### src/rtl/tpu_pkg.sv
// Shared definitions for the tpumac systolic array, its skew feeder and the
// C-drain block.
//   TPU_BITS_AB : default operand width
//   TPU_DIM     : default array dimension (number of lanes)
//   feeder_state_t : skew feeder control state
package tpu_pkg;

    localparam int unsigned TPU_BITS_AB = 8;
    localparam int unsigned TPU_DIM     = 8;

    typedef enum logic [1:0] {
        IDLE   = 2'd0,
        STREAM = 2'd1,
        DRAIN  = 2'd2
    } feeder_state_t;

endpackage

### src/rtl/tpu_skew_feeder_lane.sv
// skew_lane: one delay chain of DEPTH stages carrying a valid bit and data.
//   clk, rst_n : clock, async active-low reset
//   en         : advance enable; en=0 freezes every stage
//   clr        : synchronous flush of every stage
//   in_valid   : stage 0 loads in_data when set, otherwise a zero bubble
//   in_data    : lane operand
//   out_valid  : last-stage valid
//   out_data   : last-stage data (0 whenever out_valid is 0)
//   any_valid  : some stage of the chain holds real data
module skew_lane #(
    parameter int unsigned WIDTH = 8,
    parameter int unsigned DEPTH = 1
) (
    input  logic             clk,
    input  logic             rst_n,
    input  logic             en,
    input  logic             clr,
    input  logic             in_valid,
    input  logic [WIDTH-1:0] in_data,
    output logic             out_valid,
    output logic [WIDTH-1:0] out_data,
    output logic             any_valid
);

    logic [DEPTH-1:0] vld;
    logic [WIDTH-1:0] dat [DEPTH];

    // Shift chain; bubbles carry zero data so downstream MACs add nothing.
    always_ff @(posedge clk or negedge rst_n) begin
        if (!rst_n) begin
            vld <= '0;
            for (int i = 0; i < int'(DEPTH); i++) dat[i] <= '0;
        end else if (clr) begin
            vld <= '0;
            for (int i = 0; i < int'(DEPTH); i++) dat[i] <= '0;
        end else if (en) begin
            vld[0] <= in_valid;
            dat[0] <= in_valid ? in_data : '0;
            for (int i = 1; i < int'(DEPTH); i++) begin
                vld[i] <= vld[i-1];
                dat[i] <= dat[i-1];
            end
        end
    end

    assign out_valid = vld[DEPTH-1];
    assign out_data  = dat[DEPTH-1];
    assign any_valid = |vld;

endmodule

### src/rtl/tpu_skew_feeder.sv
// tpu_skew_feeder: skews one DIM-wide row of A operands per cycle onto the
// systolic array's left edge, lane i delayed by i+1 enabled cycles.
//   clk, rst_n : clock, async active-low reset
//   en         : global advance enable (shared with the array)
//   clr        : sync clear: flush lanes, return to IDLE
//   in_valid   : in_vec holds a row; in_last marks the final row of a matrix
//   in_vec     : row, lane i = in_vec[i*BITS_AB +: BITS_AB]
//   in_ready   : row can be accepted this cycle (combinational on state, en)
//   out_vec    : skewed operands to the array Ain column
//   out_valid  : per-lane real-data flag
//   busy       : any lane holds data or the FSM is not IDLE
//   done       : last row's lane DIM-1 operand is visible this cycle
module tpu_skew_feeder
    import tpu_pkg::*;
#(
    parameter int unsigned BITS_AB = TPU_BITS_AB,
    parameter int unsigned DIM     = TPU_DIM
) (
    input  logic                   clk,
    input  logic                   rst_n,
    input  logic                   en,
    input  logic                   clr,
    input  logic                   in_valid,
    input  logic                   in_last,
    input  logic [DIM*BITS_AB-1:0] in_vec,
    output logic                   in_ready,
    output logic [DIM*BITS_AB-1:0] out_vec,
    output logic [DIM-1:0]         out_valid,
    output logic                   busy,
    output logic                   done
);

    localparam int unsigned CNT_W = $clog2(DIM) + 1;

    feeder_state_t    state;
    logic [CNT_W-1:0] cnt;
    logic             accept;
    logic [DIM-1:0]   lane_busy;

    assign in_ready = en & (state != DRAIN);
    assign accept   = in_valid & in_ready;

    // One delay chain per lane, depth i+1, forming the diagonal wavefront.
    for (genvar i = 0; i < int'(DIM); i++) begin : g_lane
        skew_lane #(
            .WIDTH (BITS_AB),
            .DEPTH (i + 1)
        ) u_lane (
            .clk       (clk),
            .rst_n     (rst_n),
            .en        (en),
            .clr       (clr),
            .in_valid  (accept),
            .in_data   (in_vec[i*BITS_AB +: BITS_AB]),
            .out_valid (out_valid[i]),
            .out_data  (out_vec[i*BITS_AB +: BITS_AB]),
            .any_valid (lane_busy[i])
        );
    end

    // Control FSM; cnt counts the enabled edges until the last row's
    // lane DIM-1 operand leaves its chain.
    always_ff @(posedge clk or negedge rst_n) begin
        if (!rst_n) begin
            state <= IDLE;
            cnt   <= '0;
        end else if (clr) begin
            state <= IDLE;
            cnt   <= '0;
        end else if (en) begin
            case (state)
                IDLE: begin
                    if (accept) begin
                        if (in_last) begin
                            state <= DRAIN;
                            cnt   <= CNT_W'(DIM - 1);
                        end else begin
                            state <= STREAM;
                        end
                    end
                end
                STREAM: begin
                    if (accept && in_last) begin
                        state <= DRAIN;
                        cnt   <= CNT_W'(DIM - 1);
                    end
                end
                DRAIN: begin
                    if (cnt != '0) cnt <= cnt - CNT_W'(1);
                    else           state <= IDLE;
                end
                default: state <= IDLE;
            endcase
        end
    end

    assign done = (state == DRAIN) && (cnt == '0);
    assign busy = (|lane_busy) | (state != IDLE);

endmodule
### config.mk
export PLATFORM = sky130hd
export DESIGN_NAME = tpu_skew_feeder
export DESIGN_NICKNAME = d
export VERILOG_FILES = /design/src/rtl/tpu_pkg.sv /design/src/rtl/tpu_skew_feeder_lane.sv /design/src/rtl/tpu_skew_feeder.sv
export SDC_FILE = /design/constraint.sdc
export NUM_CORES = 1
export LEC_CHECK = 0
export CELL_PAD_IN_SITES_DETAIL_PLACEMENT = 1
export CELL_PAD_IN_SITES_GLOBAL_PLACEMENT = 1
export CORE_ASPECT_RATIO = 1.5
export CORE_MARGIN = 3
export CORE_UTILIZATION = 50
export CTS_BUF_LIST = sky130_fd_sc_hd__clkbuf_2
export DETAILED_ROUTE_END_ITERATION = 6
export PLACE_DENSITY = 0.95
export SYNTH_ARGS = -nofsm -noshare
export SYNTH_HDL_FRONTEND = slang
export SYNTH_SLANG_ARGS = --single-unit
export TNS_END_PERCENT = 100
### constraint.sdc
create_clock -name clk -period 3 [get_ports clk]
set_clock_uncertainty 0.1 [all_clocks]
set_input_delay 0.75 -clock clk [delete_from_list [all_inputs] [get_ports clk]]
set_output_delay 0.75 -clock clk [all_outputs]
set_load 0.03 [all_outputs]
# Yosys cells after proc, flatten, opt, wreduce, memory -nomap -nowiden
# Index checks and enable logic that the tools add are counted.
dict set report totals {
  word_cells 123
  register_bits 330
  out_inout_bits 75
  input_bits 70
}
dict set report op_classes {
  add_sub_neg 1
  reduce_logical 11
  mux 54
  n_eq_ne 8
  n_bitwise 3
}
# cell count
set ops {}
lappend ops {{$mux W64} 2}
lappend ops {{$mux W56} 2}
lappend ops {{$mux W48} 2}
lappend ops {{$mux W8} 12}
lappend ops {{$mux W40} 2}
lappend ops {{$mux W32} 2}
lappend ops {{$mux W24} 2}
lappend ops {{$reduce_or A36 Y1} 1}
lappend ops {{$mux W16} 2}
lappend ops {{$mux W4} 8}
lappend ops {{$mux W2} 8}
lappend ops {{$ne A3 B3 Y1 const B} 5}
lappend ops {{$mux W7} 2}
lappend ops {{$mux W6} 2}
lappend ops {{$pmux W4 S3} 1}
lappend ops {{$mux W5} 2}
lappend ops {{$reduce_bool A4 Y1} 2}
lappend ops {{$mux W3} 2}
lappend ops {{$pmux W2 S3} 1}
lappend ops {{$reduce_and A6 Y1} 1}
lappend ops {{$logic_not A4 Y1} 1}
lappend ops {{$reduce_and A4 Y1} 1}
lappend ops {{$reduce_bool A2 Y1} 2}
lappend ops {{$sub A4 B1 Y4 const B} 1}
lappend ops {{8 further kinds} 11}

# Longest topological paths before layout
# Gate-level depths: netlist of the first run.
dict set report logic_depth {
  depth_word 8
  ltp_mapped 7
  ltp_nobuf 6
}

# By module
# A second synthesis of the first run with hierarchy kept.
dict set report unflattened {
  cells_unflattened 1233
  area_unflattened_um2 14452.6
}
# mod seq_area_each_um2 n_inst cells_per_inst area_each_um2
set by_module_without_submodules {}
lappend by_module_without_submodules {{skew_lane (g_lane[7].u_lane)} 1801.7 1 253 3052.9}
lappend by_module_without_submodules {{skew_lane (g_lane[6].u_lane)} 1576.5 1 224 2683.8}
lappend by_module_without_submodules {{skew_lane (g_lane[5].u_lane)} 1351.3 1 195 2317.2}
lappend by_module_without_submodules {{skew_lane (g_lane[4].u_lane)} 1126.1 1 166 1966.9}
lappend by_module_without_submodules {{skew_lane (g_lane[3].u_lane)} 900.9 1 135 1581.5}
lappend by_module_without_submodules {{skew_lane (g_lane[2].u_lane)} 675.6 1 106 1206.2}
lappend by_module_without_submodules {{skew_lane (g_lane[1].u_lane)} 450.4 1 77 847.1}
lappend by_module_without_submodules {tpu_skew_feeder 150.1 1 51 429.2}
lappend by_module_without_submodules {{skew_lane (g_lane[0].u_lane)} 225.2 1 26 367.9}

# Least setup slack after synthesis of the first run
# No wires, ideal clock.
dict set report synth_path {
  kind {register -> output}
  from {register cnt[0]}
  to {output port done}
  arrival_time_ps 1480
  slack_ps 670
  required_time_ps 2150
  n_path_buf 0
  stages_incl_launch_ff 5
  path_cell_list {dfrtp_1 inv_1 ha_1 or3b_2 nor2_1}
}
dict set report synth_via {
  elab_chain_len 2
}
# element line
set synth_lines {}
lappend synth_lines {{from (decl)} tpu_skew_feeder.sv:36} ;# logic [CNT_W-1:0] cnt;
lappend synth_lines {{from (signal assigned)} tpu_skew_feeder.sv:76} ;# cnt <= CNT_W'(DIM - 1);
lappend synth_lines {{from (signal assigned)} tpu_skew_feeder.sv:85} ;# cnt <= CNT_W'(DIM - 1);
lappend synth_lines {{from (signal assigned)} tpu_skew_feeder.sv:89} ;# if (cnt != '0) cnt <= cnt - CNT_W'(1);
lappend synth_lines {{$logic_not A4 Y1} tpu_skew_feeder.sv:97} ;# assign done = (state == DRAIN) && (cnt == '0);
lappend synth_lines {{$logic_and A1 B1 Y1} tpu_skew_feeder.sv:97}
lappend synth_lines {{to (decl)} tpu_skew_feeder.sv:30} ;# output logic done
# Every way passes these cells.

# Worst setup path in the final report of the first run
dict set report layout_path {
  from {register cnt[1]}
  to {output port done}
}
# The elaborated chain is that of the path after synthesis.

==> impl_metrics.ini, run 1 <==
[global_route]
gr-usage-all-layers = 0.2102
grt_overflow = 0
grt_pass1_vias = 8836
grt_max_degree = 125
grt_antenna_before_repair = 2
grt_pass1_wl_mm = 45.27

[timing]
rsz0062_at_grt = true
max_slew_margin = 0.4391
tightest_slew_ns = 0.8414
max_freq_mhz = 340.4
fin_crit_sh = 0.9793
finalSetupViolCount = 0
period_minus_slack_ns = 2.938
hold_viol = 0
slew_viol_final = 0
setup_ws_ns = 0.06206

[synthesis]
synth_top_family_by_area = multiplexers
synth_top_area_share = 0.6071
postSynth.asyncResetShare = 1.000
post_synth.cell_area_avg_um2 = 12.35
synth_commonest_cells = dfrtp_1, nor2_1, mux2i_1, buf_4, a22o_1
ys_seq_area_frac = 0.6071
yosys.area_share.xor_xnor = 0
ys_seq_elements = 302
syn-num-nets = 1079
synth.distinct_cells = 36
synthCells = 1008
syn_area_um2 = 12450
synth_warnings = 0
synthMuxAreaShare = 0.1857
synth_flop_cell = dfrtp_1
yosys.area_share.adder = 0.001005
synth_area_leaders = dfrtp_1, mux2i_1, nor2_1
synth_compound_area_frac = 0.05518
synth_area_leader_cell = dfrtp_1
synth_edf_count = 0
synth.most_common_cell = dfrtp_1
synthSimpleGateAreaFrac = 0.08262

[die]
placementRows = 70
pin_count = 145
die_x_um = 134.8
die_y_um = 199.2
dieArea_um2 = 26860
floorplan.initialDensity = 0.5094
core_area_um2 = 24440

[clocking]
cts_buffer_depth = 3
clkSinkCount = 302
clk_pin_slew_ns = 0.11
tritoncts = yes
cts_root_buf = clkbuf_2
clk_latency_ns = 0.84
htree_levels = 3
cts_buffers = 70

[power_and_ir_drop]
ir_worst_vdd_uv = 421.0
powerDensity_nw_per_um2 = 534.7
p_leak_nw = 7.379

[setup_path]
cp-startpoint = cnt[1]
cp-end-kind = output pin
r2r-start = state[1]
critPathMaxFanout = 4
critical_path_buf_inv_count = 2
crit_path_cell_trace = inv_2 > ha_4 > or3b_4 > nor2_4 > buf_6
cpPeakStageDelay_ns = 0.42
crit_arrival_ns = 2.09
cp_top_family = simple AND/OR/NAND/NOR gates
cp_slowest_cell = dfrtp_1
path_class = reg -> out
worstSetupStartpointType = register
worst-endpoint-required_ns = 2.15

[place]
place_congestion = 0.7367
portBuffers = 144
dp_hpwl_mm = 17.75
dp.cells = 1361
place_area_um2 = 13710
place_ws_ns = 0.2311

[finish]
fin_area_um2 = 14400
fin_cells = 1493
drive_above_1_share = 0.1311
fill_cells = 2466
layout.nets = 1188
areaGrowthSynthToFinish_pct = 15.65

[flow_run]
maxCapViolations = 0

[detailed_routing]
viasPerCell = 5.283
ant_nets = 0
num_vias = 7888
drtIter0Drc = 416
routed_wl_mm = 27.73
wl_per_cell_um = 18.57
detail_route.first_pass.iterations = 4
drc = 0

[hold_path]
min_from = en
min_path_type = in -> reg

[outcome]
status = completed
==> through the flow <==
| step | hold WS, ns | setup TNS (ns) | util | total power, mW |
|---|---|---|---|---|
| floorplan | 0.3544 | 0 | - | 4.844 |
| global placement | 0.3874 | 0 | 0.5611 | 5.147 |
| detailed placement | 0.3948 | 0 | 0.5611 | 5.192 |
| CTS | 0.1633 | -0.05494 | 0.5875 | 7.776 |
| global route | 0.1643 | -0.08164 | 0.5891 | 8.152 |
| finish | 0.2509 | 0 | 0.5891 | 7.697 |
==> worst reg2reg max path: cells and delay by family (launching register included) <==
family                 cells  cell delay, ns
AO/OA/AOI/OAI              1            0.17
buffers and inverters      2            0.47
flip-flops                 1            0.46
AND/OR/NAND/NOR            3            0.68
==> flip-flops by register name (all words and copies together) (netlist names) <==
name                    count
g_lane.u_lane.out_data     64
g_lane.u_lane.vld           8
g_lane.u_lane.dat         224
state                       2
cnt                         4
==> placed cells by master (no fill, tap or decap), types with 2 or more instances in the layout <==
cell and n:
clkinv_1 12, buf_8 2, mux2i_1 231, a22o_1 64, clkdlybuf4s50_1 138, diode_2 2, nor2_1 235, a21oi_1 4
clkbuf_2 106, inv_2 6, dfrtp_1 300, nor2_4 2, dfrtp_2 2, nor3_1 3, nand3_1 2, buf_12 9
a21o_1 2, o21ai_0 3, buf_4 16, nand2_1 5
==> power breakdown <==
part | total (mW) | switching (mW) | internal (mW) | leakage, nW
logic | 0.958 | 0.527 | 0.431 | 2.71
registers | 4.26 | 0.0857 | 4.18 | 4.19
clock network | 2.48 | 1.55 | 0.930 | 0.476
==> layer usage <==
layer / track usage / vias up / wire, µm
li1: - / 3630 / -
met1: 0.2489 / 4034 / 11140
met2: 0.3622 / 164 / 14480
met3: 0.05365 / 60 / 1234
met4: 0.09245 / 0 / 884
met5: 0 / - / 0
==> cell families (layout without fill, tap and decap cells) <==
group                    after synthesis  after routing
flip-flops                           302            302
other                                  0              2
adder cells (fa/ha/maj)                1              1
AND/OR/NAND/NOR                      258            258
buffers and inverters                134            293
multiplexers                         231            231
AO/OA/AOI/OAI                         82             82
==> final timing paths <==
check                                                    end  slack (ns)  depth (start not counted)
worst max-delay path                                    done        0.06                          5
worst min-delay path                 g_lane[7].u_lane.vld[6]        0.25                          3
worst min register to register      g_lane[2].u_lane.dat[23]        0.41                          1
max in group asynchronous       g_lane[7].u_lane.out_data[2]        1.54                          3
min in group asynchronous           g_lane[1].u_lane.dat[10]        0.40                          2
worst max register to register      g_lane[2].u_lane.dat[21]        1.08                          6
==> final cells by class <==
cell class                      instances  area [µm²]  area share
Sequential cell                       302        7560      0.5251
Tap cell                              324       405.4     0.02816
Timing Repair Buffer                  169        1752      0.1217
Clock inverter                         16       60.06    0.004172
Multi-Input combinational cell        572        4076      0.2832
Antenna cell                            2       5.005   0.0003476
Inverter                                2       7.507   0.0005215
Clock buffer                          106       530.5     0.03685
==> repair_timing <==
action | CTS | global route
endpoints found under the hold margin | 75 | 0
hold buffers | 1 | 0
endpoints found under the setup margin | 2 | 2
resized for setup | 16 | 6
buffers inserted | 3 | 4
No activity file was read; power rests on OpenSTA's default activity.
==> inputs of run 2 (changes only) <==
--- a/config.mk
+++ b/config.mk
@@ -5,11 +5,12 @@
 export SDC_FILE = /design/constraint.sdc
 export NUM_CORES = 1
 export LEC_CHECK = 0
+export ABC_AREA = 1
 export CELL_PAD_IN_SITES_DETAIL_PLACEMENT = 1
 export CELL_PAD_IN_SITES_GLOBAL_PLACEMENT = 1
 export CORE_ASPECT_RATIO = 1.5
 export CORE_MARGIN = 3
-export CORE_UTILIZATION = 50
+export CORE_UTILIZATION = 49
 export CTS_BUF_LIST = sky130_fd_sc_hd__clkbuf_2
 export DETAILED_ROUTE_END_ITERATION = 6
 export PLACE_DENSITY = 0.95
==> impl_metrics.ini, run 2 <==
[timing]
fin_crit_sh = 0.9283
period_minus_slack_ns = 2.785
slew_viol_final = 0
hold_viol = 0
tightest_slew_ns = 0.6596
max_slew_margin = 0.5603
rsz0062_at_grt = false
max_freq_mhz = 359.1
setup-tns-final_ns = 0
finalSetupViolCount = 0

[power_and_ir_drop]
power_switching_mw = 2.274
p_clk_frac = 0.334
ir_worst_vdd_uv = 245.7
sw_frac_of_total = 0.2888
p_leak_nw = 6.506
internal-power_mw = 5.599
sequentialPowerShare = 0.540
power_frac_comb = 0.126
powerDensity_nw_per_um2 = 555.9

[synthesis]
synth.distinct_cells = 22
syn_area_um2 = 12150
postSynth.asyncResetShare = 1.000
synth_area_leaders = dfrtp_1, inv_1, o22ai_1
synth_commonest_cells = inv_1, dfrtp_1, o22ai_1, nand2_1, o21ai_0
syn-num-nets = 1233
synth_top_area_share = 0.6221
synth_flop_cell = dfrtp_1
synth_edf_count = 0
synth_warnings = 0
post_synth.cell_area_avg_um2 = 10.45
synth.most_common_cell = inv_1
synthCells = 1162
ys_seq_area_frac = 0.6221
synth_area_leader_cell = dfrtp_1
ys_seq_elements = 302

[clocking]
clkSinkCount = 302
post-cts-setup-buffers = 0
clk_pin_slew_ns = 0.10
htree_levels = 3
cts_root_buf = clkbuf_2
tritoncts = yes
cts_buffer_depth = 3
clk_latency_ns = 0.81
cts_buffers = 71

[place]
portBuffers = 144
dp.cells = 1520
dp_hpwl_mm = 19.59
place_congestion = 0.7684

[finish]
layout_commonest_cell = inv_1
drive_above_1_share = 0.1488
fin_cells = 1649
regMostFlops = g_lane.u_lane.dat
layout.nets = 1341
largest_register_ffs = 224
fill_cells = 2687
areaGrowthSynthToFinish_pct = 16.57
layout_common_cells = inv_1, dfrtp_1, o22ai_1, clkdlybuf4s50_1, clkbuf_2

[die]
dieArea_um2 = 26760
placementRows = 70
pin_count = 145
core_area_um2 = 24440
die_y_um = 198.8
die_x_um = 134.6
floorplan.initialDensity = 0.4971

[detailed_routing]
wl_met1_mm = 11.50
drtIter0Drc = 368
ant_nets = 0
route.met3.wl_mm = 1.030
top_layer_used = met4
wl_per_cell_um = 17.82
drc = 0
num_vias = 8483
detail_route.first_pass.iterations = 4
met2_length_mm = 16.05
routed_wl_mm = 29.39
viasPerCell = 5.144

[setup_path]
worstSetupStartpointType = register
critPathMaxFanout = 3
path_class = reg -> out
crit_arrival_ns = 1.93
worst-endpoint-required_ns = 2.15
cp-end-kind = output pin

[global_route]
grt_max_degree = 81
gr-usage-all-layers = 0.2246
grt_antenna_before_repair = 1
grt_overflow = 0
grt_pass1_vias = 9625
grt_pass1_wl_mm = 48.16

[outcome]
status = completed

[hold_path]
min_path_type = in -> reg

[flow_run]
maxCapViolations = 0
==> run 2: changes by cell type in the layout (fill, tap and decap cells not counted), sizes merged, moves of 4 or more <==
cell    delta
nand4      +4
mux2i    -231
nand2     +86
o21ai     +64
inv      +305
a22o      -64
o22ai    +229
buf        -7
clkbuf     +5
nor2     -227
nand3     +10
==> run 2: path summary, 6_finish.rpt <==
path                                                end       start  slack [ns]  depth (start not counted)
max reg2reg                                      cnt[1]    state[1]        1.33                          7
min in group asynchronous  g_lane[5].u_lane.out_data[0]       rst_n        0.41                          2
max                                                done      cnt[0]        0.22                          5
max in group asynchronous                      state[0]       rst_n        1.59                          3
min                            g_lane[5].u_lane.dat[46]  in_vec[46]        0.39                          3
min reg2reg                                      cnt[0]      cnt[0]        0.39                          2
==> run 2: logic make-up (layout without fill, tap and decap cells) <==
kind of cell             after synthesis  count (layout)  share of synthesized area
adder cells (fa/ha/maj)                1               1                   0.001030
buffers and inverters                438             600                     0.1635
other                                  0               1                          0
AO/OA/AOI/OAI                        301             301                     0.1729
flip-flops                           302             302                     0.6221
AND/OR/NAND/NOR                      119             119                    0.03976
XOR/XNOR                               1               1                  0.0007211
==> run 2: worst max-delay path, stage by stage (launching register included) <==
cell	delay, ns
dfrtp_1	0.39
inv_1	0.10
ha_1	0.22
nand3_2	0.13
nor2_1	0.13
buf_4	0.17
==> run 2: power groups by stage <==
stage | registers, mW | logic [mW] | clock network [mW]
finish | 4.25 | 0.993 | 2.63
global route | 4.26 | 1.09 | 2.97
CTS | 4.25 | 1.00 | 2.75
detailed placement | 4.33 | 1.00 | 0
global placement | 4.32 | 0.950 | 0
floorplan | 4.33 | 0.576 | 0
==> run 2: through the flow <==
stage,utilization,power [mW],instance area [µm²],setup slack (ns),hold slack [ns]
floorplan,-,4.903,12150,1.017,0.3419
global placement,0.5527,5.268,13510,0.5148,0.3543
detailed placement,0.5527,5.331,13510,0.3873,0.3640
CTS,0.5794,7.999,14160,0.004358,0.2717
global route,0.5795,8.327,14160,0.01562,0.2920
finish,0.5795,7.873,14160,0.2152,0.3852
==> run 2: layout make-up <==
class | count | area [µm²] | area share
Clock buffer | 112 | 560.5 | 0.03958
Tap cell | 324 | 405.4 | 0.02863
Multi-Input combinational cell | 422 | 2635 | 0.1861
Timing Repair Buffer | 163 | 1744 | 0.1232
Sequential cell | 302 | 7557 | 0.5337
Antenna cell | 1 | 2.502 | 0.0001767
Clock inverter | 15 | 85.08 | 0.006008
Inverter | 310 | 1171 | 0.08270
==> run 2: layer usage <==
layer  vias to the layer above  global-route usage
met5                         -                   0
met4                         0             0.09434
met3                        58             0.04302
met2                       184              0.4174
met1                      4323              0.2504
li1                       3918                   -
==> run 2: what timing repair did <==
action | 4_1_cts | 5_1_grt
hold buffers | 1 | 0
pin swaps | 0 | 1
endpoints found under the hold margin | 73 | 0
setup endpoints to repair | 2 | 2
gates resized for setup | 8 | 5
==> inputs of run 3 (changes only) <==
--- a/config.mk
+++ b/config.mk
@@ -10,10 +10,10 @@
 export CELL_PAD_IN_SITES_GLOBAL_PLACEMENT = 1
 export CORE_ASPECT_RATIO = 1.5
 export CORE_MARGIN = 3
-export CORE_UTILIZATION = 49
+export CORE_UTILIZATION = 45
 export CTS_BUF_LIST = sky130_fd_sc_hd__clkbuf_2
 export DETAILED_ROUTE_END_ITERATION = 6
-export PLACE_DENSITY = 0.95
+export PLACE_DENSITY = 0.9
 export SYNTH_ARGS = -nofsm -noshare
 export SYNTH_HDL_FRONTEND = slang
 export SYNTH_SLANG_ARGS = --single-unit
==> constraint.sdc (replaced) <==
create_clock -name clk -period 2.7 [get_ports clk]
set_clock_uncertainty 0.1 [all_clocks]
set_input_delay 0.675 -clock clk [delete_from_list [all_inputs] [get_ports clk]]
set_output_delay 0.675 -clock clk [all_outputs]
set_load 0.03 [all_outputs]
==> impl_metrics.ini, run 3 (same netlist as run 2, synthesis figures left out) <==
[setup_path]
r2r-end = g_lane[0].u_lane.out_data[0]
cp-end-kind = output pin
crit_arrival_ns = 1.87
critPathMaxFanout = 6
r2r-start = state[0]
r2r_cells = 7
crit_end = busy
cp-startpoint = state[0]
worstSetupStartpointType = register
path_class = reg -> out
worst-endpoint-required_ns = 1.92
r2r_slack_ns = 0.96

[finish]
layout_common_cells = inv_1, dfrtp_1, o22ai_1, clkbuf_2, nand2_1
fin_cells = 1663
areaGrowthSynthToFinish_pct = 16.90
drive_above_1_share = 0.1562
regMostFlops = g_lane.u_lane.dat
layout_commonest_cell = inv_1
largest_register_ffs = 224
fill_cells = 2974
layout.nets = 1351

[detailed_routing]
ant_nets = 0
viasPerCell = 5.109
wl_per_cell_um = 17.52
routed_wl_mm = 29.13
num_vias = 8497
drtIter0Drc = 462
drc = 0
detail_route.first_pass.iterations = 4

[die]
die_x_um = 140.2
pin_count = 145
die_y_um = 207.2
floorplan.initialDensity = 0.4570
dieArea_um2 = 29040
placementRows = 73
core_area_um2 = 26580

[clocking]
cts_buffer_depth = 3
tritoncts = yes
clk_pin_slew_ns = 0.14
cts_root_buf = clkbuf_2
clkSinkCount = 302
htree_levels = 3
cts_buffers = 71
clk_latency_ns = 0.85

[power_and_ir_drop]
powerDensity_nw_per_um2 = 632.9
p_leak_nw = 6.872
power.total_mw = 8.988
ir_worst_vdd_uv = 312.9

[hold_path]
min_path_type = in -> async

[timing]
slew_viol_final = 0
period_minus_slack_ns = 2.643
max_slew_margin = 0.6805
hold_viol = 0
max_freq_mhz = 378.3
tightest_slew_ns = 0.4792
finalSetupViolCount = 0
fin_crit_sh = 0.9790
rsz0062_at_grt = true

[place]
portBuffers = 144
dp.cells = 1536
dp_hpwl_mm = 19.03
place_congestion = 0.7733

[outcome]
status = completed

[flow_run]
maxCapViolations = 0

[global_route]
grt_overflow = 0
gr-usage-all-layers = 0.2029
grt_max_degree = 74
grt_pass1_vias = 9697
grt_pass1_wl_mm = 48.49
grt_antenna_before_repair = 1
[run 3: cell types whose count changed in the layout (fill, tap and decap cells not counted), sizes merged]
cell           change
clkinv             -1
buf               +10
dlygate4sd2       +72
inv                +1
bufinv             +2
clkbuf            -12
clkdlybuf4s50     -72
clkinvlp           +1
[run 3: worst max-delay path, cell delays in order, from the launching register on]
cell,delay (ns)
dfrtp_1,0.41
inv_2,0.12
nand2_2,0.10
nor3_2,0.13
nand4_1,0.14
buf_6,0.17
[run 3: worst min-delay path by stage]
stage	end	start
3_5_place_dp	cnt[3]	cnt[3]
2_1_floorplan	cnt[0]	rst_n
5_1_grt	g_lane[6].u_lane.dat[51]	rst_n
3_3_place_gp	cnt[0]	cnt[0]
6_report	g_lane[6].u_lane.dat[44]	rst_n
4_1_cts	g_lane[6].u_lane.dat[44]	rst_n
[run 3: power by group]
part           internal, mW  switching [mW]
Combinational         0.475           0.783
Sequential             4.66          0.0689
Clock                  1.27            1.73
[run 3: cell type report]
| cell class | count | area (µm²) | area share |
|---|---|---|---|
| Antenna cell | 1 | 2.502 | 0.0001762 |
| Tap cell | 337 | 421.7 | 0.02969 |
| Inverter | 310 | 1171 | 0.08247 |
| Sequential cell | 302 | 7557 | 0.5322 |
| Clock buffer | 100 | 500.5 | 0.03524 |
| Multi-Input combinational cell | 422 | 2681 | 0.1888 |
| Timing Repair Buffer | 173 | 1714 | 0.1207 |
| Clock inverter | 18 | 152.6 | 0.01075 |
[run 3: repair_timing]
| item | CTS | global route |
|---|---|---|
| endpoints found under the hold margin | 193 | 0 |
| setup endpoints to repair | 75 | 3 |
| gates resized for setup | 94 | 5 |
| cloned | 0 | 0 |
| hold buffers | 1 | 0 |
| pin swaps | 0 | 2 |
| setup buffers | 1 | 6 |
[run 3: through the flow]
| step | cell area (µm²) | TNS [ns] | worst slack, ns | utilization | hold WS (ns) |
|---|---|---|---|---|---|
| floorplan | 12150 | 0 | 0.7919 | - | 0.2794 |
| global placement | 13520 | 0 | 0.2792 | 0.5086 | 0.3537 |
| detailed placement | 13520 | 0 | 0.2368 | 0.5086 | 0.3628 |
| CTS | 14130 | -0.08953 | -0.04697 | 0.5317 | 0.09950 |
| global route | 14200 | -0.2275 | -0.1099 | 0.5343 | 0.1528 |
| finish | 14200 | 0 | 0.05674 | 0.5343 | 0.1807 |
[run 3: routing by layer]
layer	GRT usage	vias to the layer above	part of all wire
li1	-	3926	-
met1	0.2379	4330	0.39
met2	0.3656	190	0.54
met3	0.03757	51	0.036
met4	0.07790	0	0.027
met5	0	-	0
